## src/rtl/ps2_pkg.sv

```systemverilog
// rtl/ps2_pkg.sv - shared PS/2 frame constants, state encoding and parity helper
package ps2_pkg;

    // start + 8 data + parity + stop
    localparam int PS2_FRAME_BITS = 11;

    typedef enum logic [1:0] {
        IDLE = 2'd0,
        SEND = 2'd1,
        GAP  = 2'd2
    } ps2_state_e;

    // PS/2 uses odd parity: the parity bit makes the total count of ones odd
    function automatic logic ps2_odd_parity(input logic [7:0] data);
        return ~^data;
    endfunction

endpackage

```

## src/rtl/ps2_tx_fifo.sv

```systemverilog
// rtl/ps2_tx_fifo.sv - small synchronous byte queue feeding the PS/2 transmitter
module ps2_tx_fifo #(
    parameter int DEPTH = 4,
    parameter int WIDTH = 8
) (
    input  logic                     clk,
    input  logic                     clrn,
    input  logic                     push,
    input  logic [WIDTH-1:0]         push_data,
    input  logic                     pop,
    output logic [WIDTH-1:0]         pop_data,
    output logic                     full,
    output logic                     empty,
    output logic [$clog2(DEPTH):0]   count
);

    localparam int AW = $clog2(DEPTH);

    logic [WIDTH-1:0] mem [DEPTH];
    logic [AW-1:0]    wr_ptr;
    logic [AW-1:0]    rd_ptr;
    logic             do_push;
    logic             do_pop;

    // Requests are qualified here so a push on full or pop on empty never moves a pointer
    assign do_push  = push && !full;
    assign do_pop   = pop && !empty;
    assign full     = (count == (AW+1)'(DEPTH));
    assign empty    = (count == '0);
    assign pop_data = mem[rd_ptr];

    // Pointers wrap naturally at the power-of-two depth; count tracks occupancy
    always_ff @(posedge clk or negedge clrn) begin
        if (!clrn) begin
            wr_ptr <= '0;
            rd_ptr <= '0;
            count  <= '0;
        end else begin
            if (do_push) begin
                wr_ptr <= wr_ptr + 1'b1;
            end
            if (do_pop) begin
                rd_ptr <= rd_ptr + 1'b1;
            end
            case ({do_push, do_pop})
                2'b10:   count <= count + 1'b1;
                2'b01:   count <= count - 1'b1;
                default: count <= count;
            endcase
        end
    end

    // Storage needs no reset; occupancy is governed by the pointers
    always_ff @(posedge clk) begin
        if (do_push) begin
            mem[wr_ptr] <= push_data;
        end
    end

endmodule

```

## src/rtl/ps2_keyboard_tx.sv

```systemverilog
// rtl/ps2_keyboard_tx.sv - device-side PS/2 transmitter emulating a keyboard
module ps2_keyboard_tx
    import ps2_pkg::*;
#(
    parameter int CLK_DIV    = 2500,
    parameter int FIFO_DEPTH = 4,
    parameter int GAP_HALF   = 4
) (
    input  logic       clk,
    input  logic       clrn,
    input  logic       wr_en,
    input  logic [7:0] wr_data,
    output logic       full,
    output logic       overflow,
    output logic       busy,
    output logic       ps2_clk,
    output logic       ps2_data
);

    localparam int CW = $clog2(CLK_DIV);
    // One cycle of the gap is spent in IDLE doing the pop, so the frame-start
    // spacing under a backlog comes out at exactly (22+GAP_HALF)*CLK_DIV.
    localparam int GAP_LEN = GAP_HALF * CLK_DIV - 1;
    localparam int GW = $clog2(GAP_LEN + 1);

    ps2_state_e       state;
    logic [CW-1:0]    half_cnt;
    logic             phase_low;
    logic [3:0]       bit_idx;
    logic [9:0]       shreg;
    logic [GW-1:0]    gap_cnt;

    logic             fifo_pop;
    logic [7:0]       fifo_dout;
    logic             fifo_full;
    logic             fifo_empty;
    logic [$clog2(FIFO_DEPTH):0] fifo_count;
    logic [10:0]      next_frame;

    // Pop only from IDLE; the FIFO has no bypass so a fresh byte waits one cycle
    assign fifo_pop   = (state == IDLE) && !fifo_empty;
    assign next_frame = {1'b1, ps2_odd_parity(fifo_dout), fifo_dout, 1'b0};
    assign full       = fifo_full;

    ps2_tx_fifo #(
        .DEPTH (FIFO_DEPTH),
        .WIDTH (8)
    ) u_fifo (
        .clk       (clk),
        .clrn      (clrn),
        .push      (wr_en),
        .push_data (wr_data),
        .pop       (fifo_pop),
        .pop_data  (fifo_dout),
        .full      (fifo_full),
        .empty     (fifo_empty),
        .count     (fifo_count)
    );

    // Frame sequencer: bit timing, shifter and line drivers
    always_ff @(posedge clk or negedge clrn) begin
        if (!clrn) begin
            state     <= IDLE;
            half_cnt  <= '0;
            phase_low <= 1'b0;
            bit_idx   <= '0;
            shreg     <= '1;
            gap_cnt   <= '0;
            ps2_clk   <= 1'b1;
            ps2_data  <= 1'b1;
        end else begin
            case (state)
                IDLE: begin
                    ps2_clk  <= 1'b1;
                    ps2_data <= 1'b1;
                    if (fifo_pop) begin
                        ps2_data  <= next_frame[0];
                        shreg     <= next_frame[10:1];
                        half_cnt  <= '0;
                        phase_low <= 1'b0;
                        bit_idx   <= '0;
                        state     <= SEND;
                    end
                end
                SEND: begin
                    if (half_cnt == CW'(CLK_DIV - 1)) begin
                        half_cnt <= '0;
                        if (!phase_low) begin
                            phase_low <= 1'b1;
                            ps2_clk   <= 1'b0;
                        end else begin
                            // data only moves at the start of a high phase
                            phase_low <= 1'b0;
                            ps2_clk   <= 1'b1;
                            if (bit_idx == 4'(PS2_FRAME_BITS - 1)) begin
                                ps2_data <= 1'b1;
                                gap_cnt  <= '0;
                                state    <= GAP;
                            end else begin
                                ps2_data <= shreg[0];
                                shreg    <= {1'b1, shreg[9:1]};
                                bit_idx  <= bit_idx + 1'b1;
                            end
                        end
                    end else begin
                        half_cnt <= half_cnt + 1'b1;
                    end
                end
                GAP: begin
                    ps2_clk  <= 1'b1;
                    ps2_data <= 1'b1;
                    if (gap_cnt == GW'(GAP_LEN - 1)) begin
                        state <= IDLE;
                    end else begin
                        gap_cnt <= gap_cnt + 1'b1;
                    end
                end
                default: begin
                    state    <= IDLE;
                    ps2_clk  <= 1'b1;
                    ps2_data <= 1'b1;
                end
            endcase
        end
    end

    // Sticky drop flag: any write presented while the queue is full
    always_ff @(posedge clk or negedge clrn) begin
        if (!clrn) begin
            overflow <= 1'b0;
        end else if (wr_en && fifo_full) begin
            overflow <= 1'b1;
        end
    end

    // Activity flag covering frame, gap and any queued bytes
    always_ff @(posedge clk or negedge clrn) begin
        if (!clrn) begin
            busy <= 1'b0;
        end else begin
            busy <= (state != IDLE) || (fifo_count != '0);
        end
    end

endmodule

```

## config.mk

```make
export PLATFORM = sky130hd
export DESIGN_NAME = ps2_keyboard_tx
export DESIGN_NICKNAME = d
export VERILOG_FILES = /design/src/rtl/ps2_pkg.sv /design/src/rtl/ps2_tx_fifo.sv /design/src/rtl/ps2_keyboard_tx.sv
export SDC_FILE = /design/constraint.sdc
export NUM_CORES = 1
export LEC_CHECK = 0
export CORE_MARGIN = 2
export CORE_UTILIZATION = 60
export CTS_BUF_LIST = sky130_fd_sc_hd__clkbuf_4 sky130_fd_sc_hd__clkbuf_8
export DETAILED_ROUTE_END_ITERATION = 8
export PLACE_DENSITY = 0.82
export SKIP_CTS_REPAIR_TIMING = 1
export SLEW_MARGIN = 20
export SYNTH_ARGS = -nofsm -noshare
export SYNTH_HDL_FRONTEND = slang
export SYNTH_SLANG_ARGS = --single-unit
```

## constraint.sdc

```tcl
create_clock -name clk -period 2.25 [get_ports clk]
set_input_delay 0.5625 -clock clk [delete_from_list [all_inputs] [get_ports clk]]
set_output_delay 0.5625 -clock clk [all_outputs]
set_load 0.02 [all_outputs]
```

### Word-level counts from Yosys, hierarchy flattened

Memories as Yosys holds them, arrays and structs flattened.
Index checks and enable logic that the tools add are counted.

| operators by class | value |
|---|---|
| eq/ne operators | 15 |
| muxes and demuxes | 39 |
| reduce and logical (&&, ||, !) cells | 21 |
| add/sub/neg operators | 7 |

Operators with widths:

| operator | count |
|---|---|
| $mux W14 | 4 |
| $mux W10 | 4 |
| $pmux W14 S2 | 1 |
| $mux W12 | 2 |
| $pmux W12 S2 | 1 |
| $pmux W10 S2 | 1 |
| $mux W4 | 4 |
| $reduce_and A5 Y1 | 3 |
| $add A14 B1 Y14 const B | 1 |
| $eq A14 B14 Y1 const B | 1 |
| $add A12 B1 Y12 const B | 1 |
| $eq A12 B12 Y1 const B | 1 |
| $mux W1 | 12 |
| $ne A2 B2 Y1 const B | 6 |
| $mux W2 | 5 |
| $pmux W4 S2 | 1 |
| $reduce_bool A2 Y1 | 4 |
| $reduce_xnor A8 Y1 | 1 |
| $pmux W2 S3 | 1 |
| $pmux W3 S2 | 1 |
| $add A2 B1 Y2 const B | 2 |
| $add A4 B1 Y4 const B | 1 |
| $eq A2 B1 Y1 const B | 2 |
| $eq A2 B2 Y1 const B | 2 |
| other kinds (14) | 20 |

| storage, ports and cells | value |
|---|---|
| bits in registers | 54 |
| memory bits (writable) | 32 |
| memories | 1 |
| output and inout port bits | 5 |

Memories:

| name | depth | width | read ports | clocked after memory_dff | wr ports | RTL line | text |
|---|---|---|---|---|---|---|---|
| u_fifo.mem | 4 | 8 | 1 | 0 | 1 | ps2_tx_fifo.sv:19 | `logic [WIDTH-1:0] mem [DEPTH];` |

### Depth between registers and ports, before layout

Gate-level depths: netlist of run 1.

| depth | value |
|---|---|
| depth after elaboration | 6 |
| mapped depth | 9 |

### Modules after synthesis

A second synthesis of run 1 with hierarchy kept.

| second synthesis, totals | value |
|---|---|
| cells, all modules | 344 |
| area, all modules | 4083.9 um^2 |

Modules (own cells, without submodules):

| module | times used | area an instance (um^2) | seq. area each (um^2) | cells each |
|---|---|---|---|---|
| ps2_keyboard_tx | 1 | 2499.9 | 1164.9 | 264 |
| ps2_tx_fifo | 1 | 1584.0 | 1136.1 | 80 |

### Worst setup path before layout of run 1

No wires, ideal clock.

| timing | value |
|---|---|
| path kind | register to register |
| from | register u_fifo.count[0] |
| to | register u_fifo.count[1] |
| arrival | 2.238 ns |
| clock period less this slack | 2.362 ns |
| path slack | -0.112 ns |
| library setup time | 0.125 ns |
| stages on the path, launching flop included | 8 |
| cells stage by stage | dfrtp_1 > nor3b_1 > nor2b_1 > clkbuf_1 > inv_1 > ha_1 > fa_1 > mux2_2 |

| on the way | value |
|---|---|
| elaborated cells on any way between the ends | 13 |
| those cells by class | add/sub: 2; eq/ne: 3; mux: 1; reduce/logical: 7 |

RTL lines:

| element | RTL line | text |
|---|---|---|
| start: declaration | ps2_tx_fifo.sv:14 | `output logic [$clog2(DEPTH):0] count` |
| start signal: assignment | ps2_tx_fifo.sv:46 | `2'b10: count <= count + 1'b1;` |
| start signal: assignment | ps2_tx_fifo.sv:47 | `2'b01: count <= count - 1'b1;` |
| start signal: assignment | ps2_tx_fifo.sv:48 | `default: count <= count;` |
| $eq A3 B3 Y1 (*) | ps2_tx_fifo.sv:28 | `assign full = (count == (AW+1)'(DEPTH));` |
| via full | ps2_keyboard_tx.sv:13 | `output logic full,` |
| $logic_not A1 Y1 (*) | ps2_tx_fifo.sv:26 | `assign do_push = push && !full;` |
| $logic_and A1 B1 Y1 (*) | ps2_tx_fifo.sv:26 |  |
| $eq A2 B1 Y1 or $eq A2 B2 Y1 (tied branches) | ps2_tx_fifo.sv:45 | `case ({do_push, do_pop})` |
| $pmux W3 S2 or $reduce_bool A2 Y1 (tied branches) | -- |  |

The timed path passes the listed nets; every way through them passes the cells marked *.
A chain may end at the register's enable or synchronous reset.

### Worst setup path in the final report of run 1

| timing | value |
|---|---|
| from | register half_cnt[5] |
| to | register shreg[0] |

| on the way | value |
|---|---|
| word-level cells in the longest chain between the ends | 3 |

Ends and longest elaborated chain:

| element | RTL line | text |
|---|---|---|
| start: declaration | ps2_keyboard_tx.sv:27 | `logic [CW-1:0] half_cnt;` |
| start signal: assignment | ps2_keyboard_tx.sv:106 | `half_cnt <= half_cnt + 1'b1;` |
| $eq A12 B12 Y1 | ps2_keyboard_tx.sv:86 | `if (half_cnt == CW'(CLK_DIV - 1)) begin` |
| $ne A2 B2 Y1 (no line) | -- |  |
| $reduce_and A5 Y1 (no line) | -- |  |
| end signal: assignment | ps2_keyboard_tx.sv:78 | `shreg <= next_frame[10:1];` |
| end signal: assignment | ps2_keyboard_tx.sv:101 | `shreg <= {1'b1, shreg[9:1]};` |
| end: declaration | ps2_keyboard_tx.sv:30 | `logic [9:0] shreg;` |

Every way passes these cells.

==> results summary, run 1 <==
The run finished with clean final reports. The mean number of vias per cell came out at between 5 and 6. The transition time of the tightest slew-check pin is around 0.70 ns. In this run the clock root is driven by a clkbuf_8. Data arrives at the worst endpoint at 2.39 ns. The via count of the first global-routing pass came to about 2700. The min-delay analysis places its worst path in the category primary input to asynchronous set/reset pin. The total of buffers placed on input and output ports came out at 15. The CTS tree is built.

By startpoint and endpoint, the worst setup path is classified as flip-flop to flip-flop. The remaining global-route overflow is 0. The TritonCTS sink count came out at 85. The number of synthesized register bits is between 80 and 90. The source-to-sink clock delay at the later pin of the worst-skew pair came out at roughly 0.36 ns. The global placement routability congestion came out at between 0.9 and 1. The share of layout cells above drive strength 1 is 0.1929. The number of placed instances, taps included came out at 432. The diode insertion count for antenna repair is 0.

The total length of routed wires is ~7400 um. The worst supply voltage drop on vdd came out at 0.0006444 V. In this run the horizontal extent of the chip is 86.36 um.

In this run the critical register-to-register path is captured at shreg[0]. The total chip power came out at between 4000 and 5000 uW. The number of hold-slack violations in the final timing report is 0. The share of synthesized area occupied by flip-flops and latches is 0.5653. The standard-cell row count is 30. The detail-routed net length per standard cell is roughly 17 um. The switching power came out at about 1300 uW. The total global-route track usage came out at 0.2152. The worst-case clock skew is ~0.0043 ns. The effective utilization at floorplan came out at 0.6092. The maximum clock frequency came out at ~0.48 GHz. Measured along the y axis, the die boundary spans 86.36 um. After synthesis, the largest family of logic cells by area is simple AND/OR/NAND/NOR gates.

Setup repair after global routing left no endpoint under its margin. The wire length of the first global-routing pass came out at between 10000 and 15000 um. The die outline area is about 0.0075 mm^2.

The internal cell power came out at between 2000 and 3000 uW. A synthesized cell averages about 12 um^2. The switching part of the total is 0.3133.

In this run the deepest clock path goes through 2 buffers. The count of different cell masters after synthesis is approximately 50. STA classifies the critical path startpoint as a flip-flop. The final count of pins violating max slew came to 0.

The complex-gate fraction of the synthesized area came out at 0.06855. After clock tree synthesis, the clock-pin slew on the worst setup and hold paths is around 0.09 ns. For this design the static power due to leakage is 0.001860 uW.

The post-synthesis net count came out at 360. The number of non-filler instances in the completed layout came out at around 450. STA classifies the critical path endpoint as a flip-flop. The post-synthesis share of cell area spent on xor and xnor gates came out at 0.06240. Measured in cells, the most critical reg-to-reg path has a length of 5. In the layout the commonest cells are dfrtp_1, edfxtp_1, nor2_1. The reg-to-reg startpoint is half_cnt[5].

The largest driver fanout on the critical path is 11. The proportion of synthesized area in mux cells is 0.04703. The count of unresolved DRC violations after routing came out at 0.

Of the total power, the clock network draws 0.250. Of the total power, registers draw 0.517. The filler cell count in the final layout is 487.

The number of antenna violations at the first check in global routing is 0. The worst slack after detailed placement is -0.1937 ns. The most instantiated flip-flop cell in the synthesis netlist is dfrtp_1. Setup slack on the worst reg-to-reg path comes out at around 0.15 ns.

For this run, the share of the core covered by cells in the final layout is 0.6833. In the finished design, the share of the clock period the worst path needs comes to 0.9355. The number of flops mapped to enable cells by yosys is 32. Measured against its own limit, the worst slew margin works out to 0.5301. Of the total synthesized cell area, the portion taken by AND, OR, NAND and NOR gates is 0.1952. The required time of the critical path came out at approximately 2.5 ns. The post-route setup TNS came out at 0 ns. The power density over the cells is between 900 and 1000 mW/mm^2.

The number of primary I/O pins is 16. The number of cells produced by synthesis came out at approximately 340. Buffers inserted during clock tree synthesis total 9. The final route contains ~2700 vias. The half-perimeter wire length after detailed placement came out at 5094 um. The final-stage net count is just under 400.

The count of nets left with antenna violations once routing finished came out at 0. The total area inside the core boundary comes to between 0.006 and 0.007 mm^2. The library cell used most frequently in the layout, excluding fill and tap cells, is dfrtp_1.

The area growth from synthesis to layout came out at 12.17%. Setup violations remaining at the end of the flow were counted as 0. In this run, the number of DRC markers left after iteration 0 of detailed routing was slightly below 200. The share of synthesized cell area in full adder, half adder and majority cells is 0.03566.

The number of warnings issued by yosys came out at 0. The largest net degree at the start of global routing is 37. The H-tree depth came out at 3. Setup slack closes at 0.1450 ns. In this run the worst setup path begins at half_cnt[5].

The fraction of synthesis flops using an asynchronous set or reset pin came out at 0.6235. The cell area after synthesis is 0.004070 mm^2. The shortest clock period the worst path allows after layout came out at between 2 and 2.5 ns. The count of max-cap constraint violations came out at 0. Of the total power, combinational logic draws 0.233.

The first-pass detailed-route iteration total is 4.
[power by group through the flow]
stage / Clock [uW] / Combinational [uW] / Sequential (uW)
2_1_floorplan: 0 / 713 / 2110
3_3_place_gp: 0 / 913 / 2150
3_5_place_dp: 0 / 966 / 2160
4_1_cts: 1060 / 973 / 2130
5_1_grt: 1110 / 1070 / 2170
6_report: 1040 / 966 / 2140
[cell usage after synthesis (4+ instances only)]
cell	n	area share
o21ai_0	16	0.020
edfxtp_1	32	0.24
and2_1	5	0.0077
ha_1	10	0.031
dfstp_2	11	0.071
mux4_2	8	0.044
nor3_1	17	0.021
and3_1	7	0.011
nand3_1	11	0.014
nor3_2	11	0.027
xnor2_1	15	0.032
a31oi_1	10	0.015
nand2b_1	5	0.0077
dfrtp_1	42	0.26
a21oi_1	5	0.0061
clkbuf_1	7	0.0065
inv_1	10	0.0092
nor2_1	31	0.029
xor2_1	14	0.030
nand4_1	4	0.0061
nand2_1	22	0.020
[flip-flops by register name, summed over array words and instances (netlist names), 3 cells and up]
signal,cells
bit_idx,4
gap_cnt,14
u_fifo.mem,32
shreg,9
u_fifo.count,3
half_cnt,12
[routing by layer]
layer | vias up | track usage | wire length [um]
met3 | 10 | 0.05143 | 416
met2 | 79 | 0.3238 | 3501
met4 | 0 | 0.08097 | 91
met1 | 1315 | 0.3078 | 3397
li1 | 1273 | - | -
met5 | - | 0 | 0
[critical path: stages (launching register included)]
cell     delay [ns]
dfrtp_1        0.46
or3_4          0.42
o41ai_4        0.52
buf_4          0.28
a31oi_1        0.10
nor3_1         0.24
[metrics by stage]
stage / area, um^2 / hold WS [ns]
3_5_place_dp: 4355 / 0.4668
4_1_cts: 4544 / 0.1323
6_report: 4566 / 0.1295
2_1_floorplan: 4075 / 0.2669
5_1_grt: 4566 / 0.1506
3_3_place_gp: 4355 / 0.4480
[worst max path at each step]
| stage | endpoint | cells past startpoint |
|---|---|---|
| after detailed placement | u_fifo.count[2] | 8 |
| final | shreg[0] | 5 |
| after floorplan | u_fifo.count[1] | 7 |
| after global placement | u_fifo.count[2] | 8 |
| after CTS | full | 2 |
| after global routing | half_cnt[7] | 7 |
[final cells by class]
type                            count  area [um^2]  share of cell area
Tap cell                           80        100.1             0.02192
Clock buffer                        9        123.9             0.02713
Multi-Input combinational cell    230         1688              0.3697
Inverter                           10        37.54            0.008221
Timing Repair Buffer               27        250.2             0.05481
Clock inverter                      7        65.06             0.01425
Sequential cell                    85         2301              0.5040
[cell families (layout without fill, tap and decap cells)]
kind of cell / Yosys count / count (layout)
fa+ha+maj: 11 / 11
flops: 85 / 85
simple gates: 138 / 138
mux: 9 / 9
compound gates: 43 / 43
buf+inv: 23 / 53
xor+xnor: 29 / 29
Power figures use the tool's default switching activity.
==> run 2, diff against run 1 <==
--- a/config.mk
+++ b/config.mk
@@ -6,10 +6,10 @@
 export NUM_CORES = 1
 export LEC_CHECK = 0
 export CORE_MARGIN = 2
-export CORE_UTILIZATION = 60
+export CORE_UTILIZATION = 57
 export CTS_BUF_LIST = sky130_fd_sc_hd__clkbuf_4 sky130_fd_sc_hd__clkbuf_8
 export DETAILED_ROUTE_END_ITERATION = 8
-export PLACE_DENSITY = 0.82
+export PLACE_DENSITY = 0.81
 export SKIP_CTS_REPAIR_TIMING = 1
 export SLEW_MARGIN = 20
 export SYNTH_ARGS = -nofsm -noshare
==> constraint.sdc (replaced) <==
create_clock -name clk -period 1.8 [get_ports clk]
set_input_delay 0.45 -clock clk [delete_from_list [all_inputs] [get_ports clk]]
set_output_delay 0.45 -clock clk [all_outputs]
set_load 0.02 [all_outputs]
==> results summary, run 2 (synthesis gave the netlist of run 1 again) <==
The final core utilization came out at 0.7661 (+0.08279). The largest net degree at the start of global routing is 54 (+46%). STA classifies the critical path endpoint as a flip-flop. The arrival time of data at the critical path endpoint came out at 2.23 ns (-0.16 ns). The diode insertion count for antenna repair came out at 0 (unchanged). The switching power is 1973 uW (+52%). The first-pass detailed-route iteration total is 5 (+1). STA classifies the critical path startpoint as a flip-flop.

The relative slew slack is 0.6145 (+0.08440). The buffer levels on the longest clock path came out at 2 (unchanged). The number of antenna violations at the first check in global routing is 0 (unchanged). The global-route track usage on met1 was 0.3022 (-0.005649). Walking the worst path, the cells encountered are nor3_4, nand2b_4, inv_4, ha_4, fa_2, xnor2_2, nor2_2, xor2_1. The shortest clock period the worst path allows after layout was 1.990 ns (-0.1155 ns). The total length of routed wires came out at 9925 um (+34%). The path type of the worst setup path is flip-flop to flip-flop. In this run the clock root is driven by a clkbuf_8. The post-route cell area was 0.005263 mm^2 (+15%). The final count of pins violating max slew is 0 (unchanged). The register with the most flip-flops in the final layout is u_fifo.mem. The TritonCTS sink count is 85 (unchanged).

The share of layout cells above drive strength 1 came out at 0.3571 (+0.1642). The switching part of the total is 0.3297 (+0.01647). The count of cells along the worst register-to-register path is 8 (+3). The wire length of the first global-routing pass is 13260 um (+6.5%).

The die outline area is 0.007832 mm^2 (+5.0%). The remaining global-route overflow came to 0 (unchanged). The transition time of the tightest slew-check pin is 0.5730 ns (-0.1311 ns). The vias after detailed routing was 3030 (+13%). The relative contribution of sequential cells to total power came out at 0.452 (-0.065). The largest registers in the layout are u_fifo.mem (32), gap_cnt (14), half_cnt (12). The violation count after the first detailed-route iteration is 250 (+28%).

The hold slack was 0.07292 ns (-0.05656 ns). The post-route setup TNS came out at -2.188 ns (-2.188 ns). The final-stage net count came out at 423 (+9.9%).

The TritonCTS buffer count is 9 (unchanged). The residual antenna-violating net count after detailed routing is 0 (unchanged). The placed cell area came out at 0.004662 mm^2 (+7.0%). The count of unresolved DRC violations after routing was 0 (unchanged). The via count of the first global-routing pass came out at 2759 (+3.8%).

The worst min-delay path class is primary input to asynchronous set/reset pin. The worst-case clock skew came out at 0.01181 ns (+0.007505 ns). The final reports fail on negative setup slack. The reported leakage power came out at 0.002127 uW (+14%).

The effective utilization at floorplan is 0.5925 (-0.01664). The source-to-sink clock delay at the later pin of the worst-skew pair came out at 0.36 ns (about the same). The clock-pin slew on the worst setup and hold paths came out at 0.10 ns (about the same). The internal cell power is 4010 uW (+41%). The share of total power in combinational logic was 0.318 (+0.085).

The global routing met3 resource utilization was 0.03731 (-0.01412). The area growth from synthesis to layout is 29.30%. The layer flagged by global routing as most heavily used is met2. The count of max-cap constraint violations is 0 (unchanged). The largest driver fanout on the critical path was 3 (-8). The worst slack after detailed placement is -0.4931 ns (-0.2994 ns). The height of the die is 88.50 um (+2.5%). The number of stages on the worst setup path is 8 (+3).

The H-tree depth came to 3 (unchanged). The detail-routed net length per standard cell is 19.77 um (+20%). The horizontal die dimension came out at 88.50 um (+2.5%). In the layout the commonest cells are dfrtp_1, buf_4, edfxtp_1.

The half-perimeter wire length after detailed placement is 5595 um (+9.8%). The power density over the cells came to 1137 mW/mm^2 (+25%). The global placement routability congestion came out at 0.8807 (-4.3%). The number of hold-slack violations in the final timing report came out at 0 (unchanged). The standard-cell row count came out at 30 (unchanged).

The required time of the critical path is 2.04 ns (-0.49 ns). On the critical path, the stage with the largest delay is an instance of dfrtp_2. The final worst setup slack came out at -0.1895 ns (-0.3345 ns). The flip-flop count of the largest register, all copies and words added is 32 (unchanged).

The met2 track demand over resource came out at 0.3643 (+0.04054). Setup repair after global routing could not meet its margin everywhere. The number of setup violations in the final report came out at 32 (+32). The sum of buffers and inverters on the critical path is 1 (unchanged). The number of primary I/O pins came out at 16 (unchanged). The final clock period utilization by the worst path is 1.105 (+0.1697). The flow ran to the end, but the final reports show violations. The maximum single-stage delay on the critical path is 0.46 ns (-0.06 ns). The maximum clock frequency came out at 0.5026 GHz (+5.8%). The relative contribution of the clock network to total power is 0.230 (-0.020).

The core box area came out at 0.006869 mm^2 (+2.8%). TritonCTS built the clock tree. The total of buffers placed on input and output ports is 15 (unchanged). The total global-route track usage was 0.2244 (+0.009198).

The most frequent standard cell in the layout excluding fill and tap cells is dfrtp_1. The worst supply voltage drop on vdd came out at 0.001088 V (+69%). The top cell family by delay on the critical path is adder cells.

The mean number of vias per cell came out at 6.036 (+1.0%).
-- run 2: cell types whose count changed in the layout (fill, tap and decap cells not counted), sizes merged, moves of 2 or more --
| cell | previous run | this run |
|---|---|---|
| buf | 13 | 49 |
| clkdlybuf4s50 | 13 | 10 |
| clkbuf | 9 | 11 |
| dlymetal6s2s | 1 | 3 |
-- run 2: worst reg2reg max path: stages, from the launching register on --
cell,delay [ns]
dfrtp_2,0.46
nor3_4,0.22
nand2b_4,0.17
inv_4,0.05
ha_4,0.16
fa_2,0.36
xnor2_2,0.22
nor2_2,0.08
xor2_1,0.16
-- run 2: path summary, 6_finish.rpt --
check / end / start / slack (ns)
max: u_fifo.count[2] / u_fifo.count[0] / -0.19
min: half_cnt[8] / clrn / 0.07
max reg2reg: u_fifo.count[2] / u_fifo.count[0] / -0.19
min reg2reg: overflow / overflow / 0.47
max in group asynchronous: shreg[1] / clrn / 1.44
min in group clk: overflow / overflow / 0.47
-- run 2: layer usage --
metal / up-vias / wire [um]
li1: 1352 / -
met1: 1518 / 3854
met2: 135 / 5215
met3: 25 / 541
met4: 0 / 313
met5: - / 0
-- run 2: layout make-up --
class | instances | area [um^2]
Clock buffer | 9 | 123.9
Multi-Input combinational cell | 231 | 1971
Fill cell | 394 | 1607
Sequential cell | 85 | 2305
Clock inverter | 7 | 76.32
Timing Repair Buffer | 64 | 626.9
Tap cell | 96 | 120.1
Inverter | 10 | 40.04
-- run 2: power groups by stage --
stage,Sequential (uW),Combinational (uW),Clock [uW]
final,2700,1900,1380
after global routing,2740,2020,1460
after CTS,2630,1600,1380
after detailed placement,2670,1580,0
after global placement,2640,1490,0
after floorplan,2670,924,0
-- run 2: per-stage QoR --
step           total power [uW]  instances
3_5_place_dp               4243        472
4_1_cts                    5613        488
5_1_grt                    6223        502
6_report                   5983        502
3_3_place_gp               4127        472
2_1_floorplan              3589        338
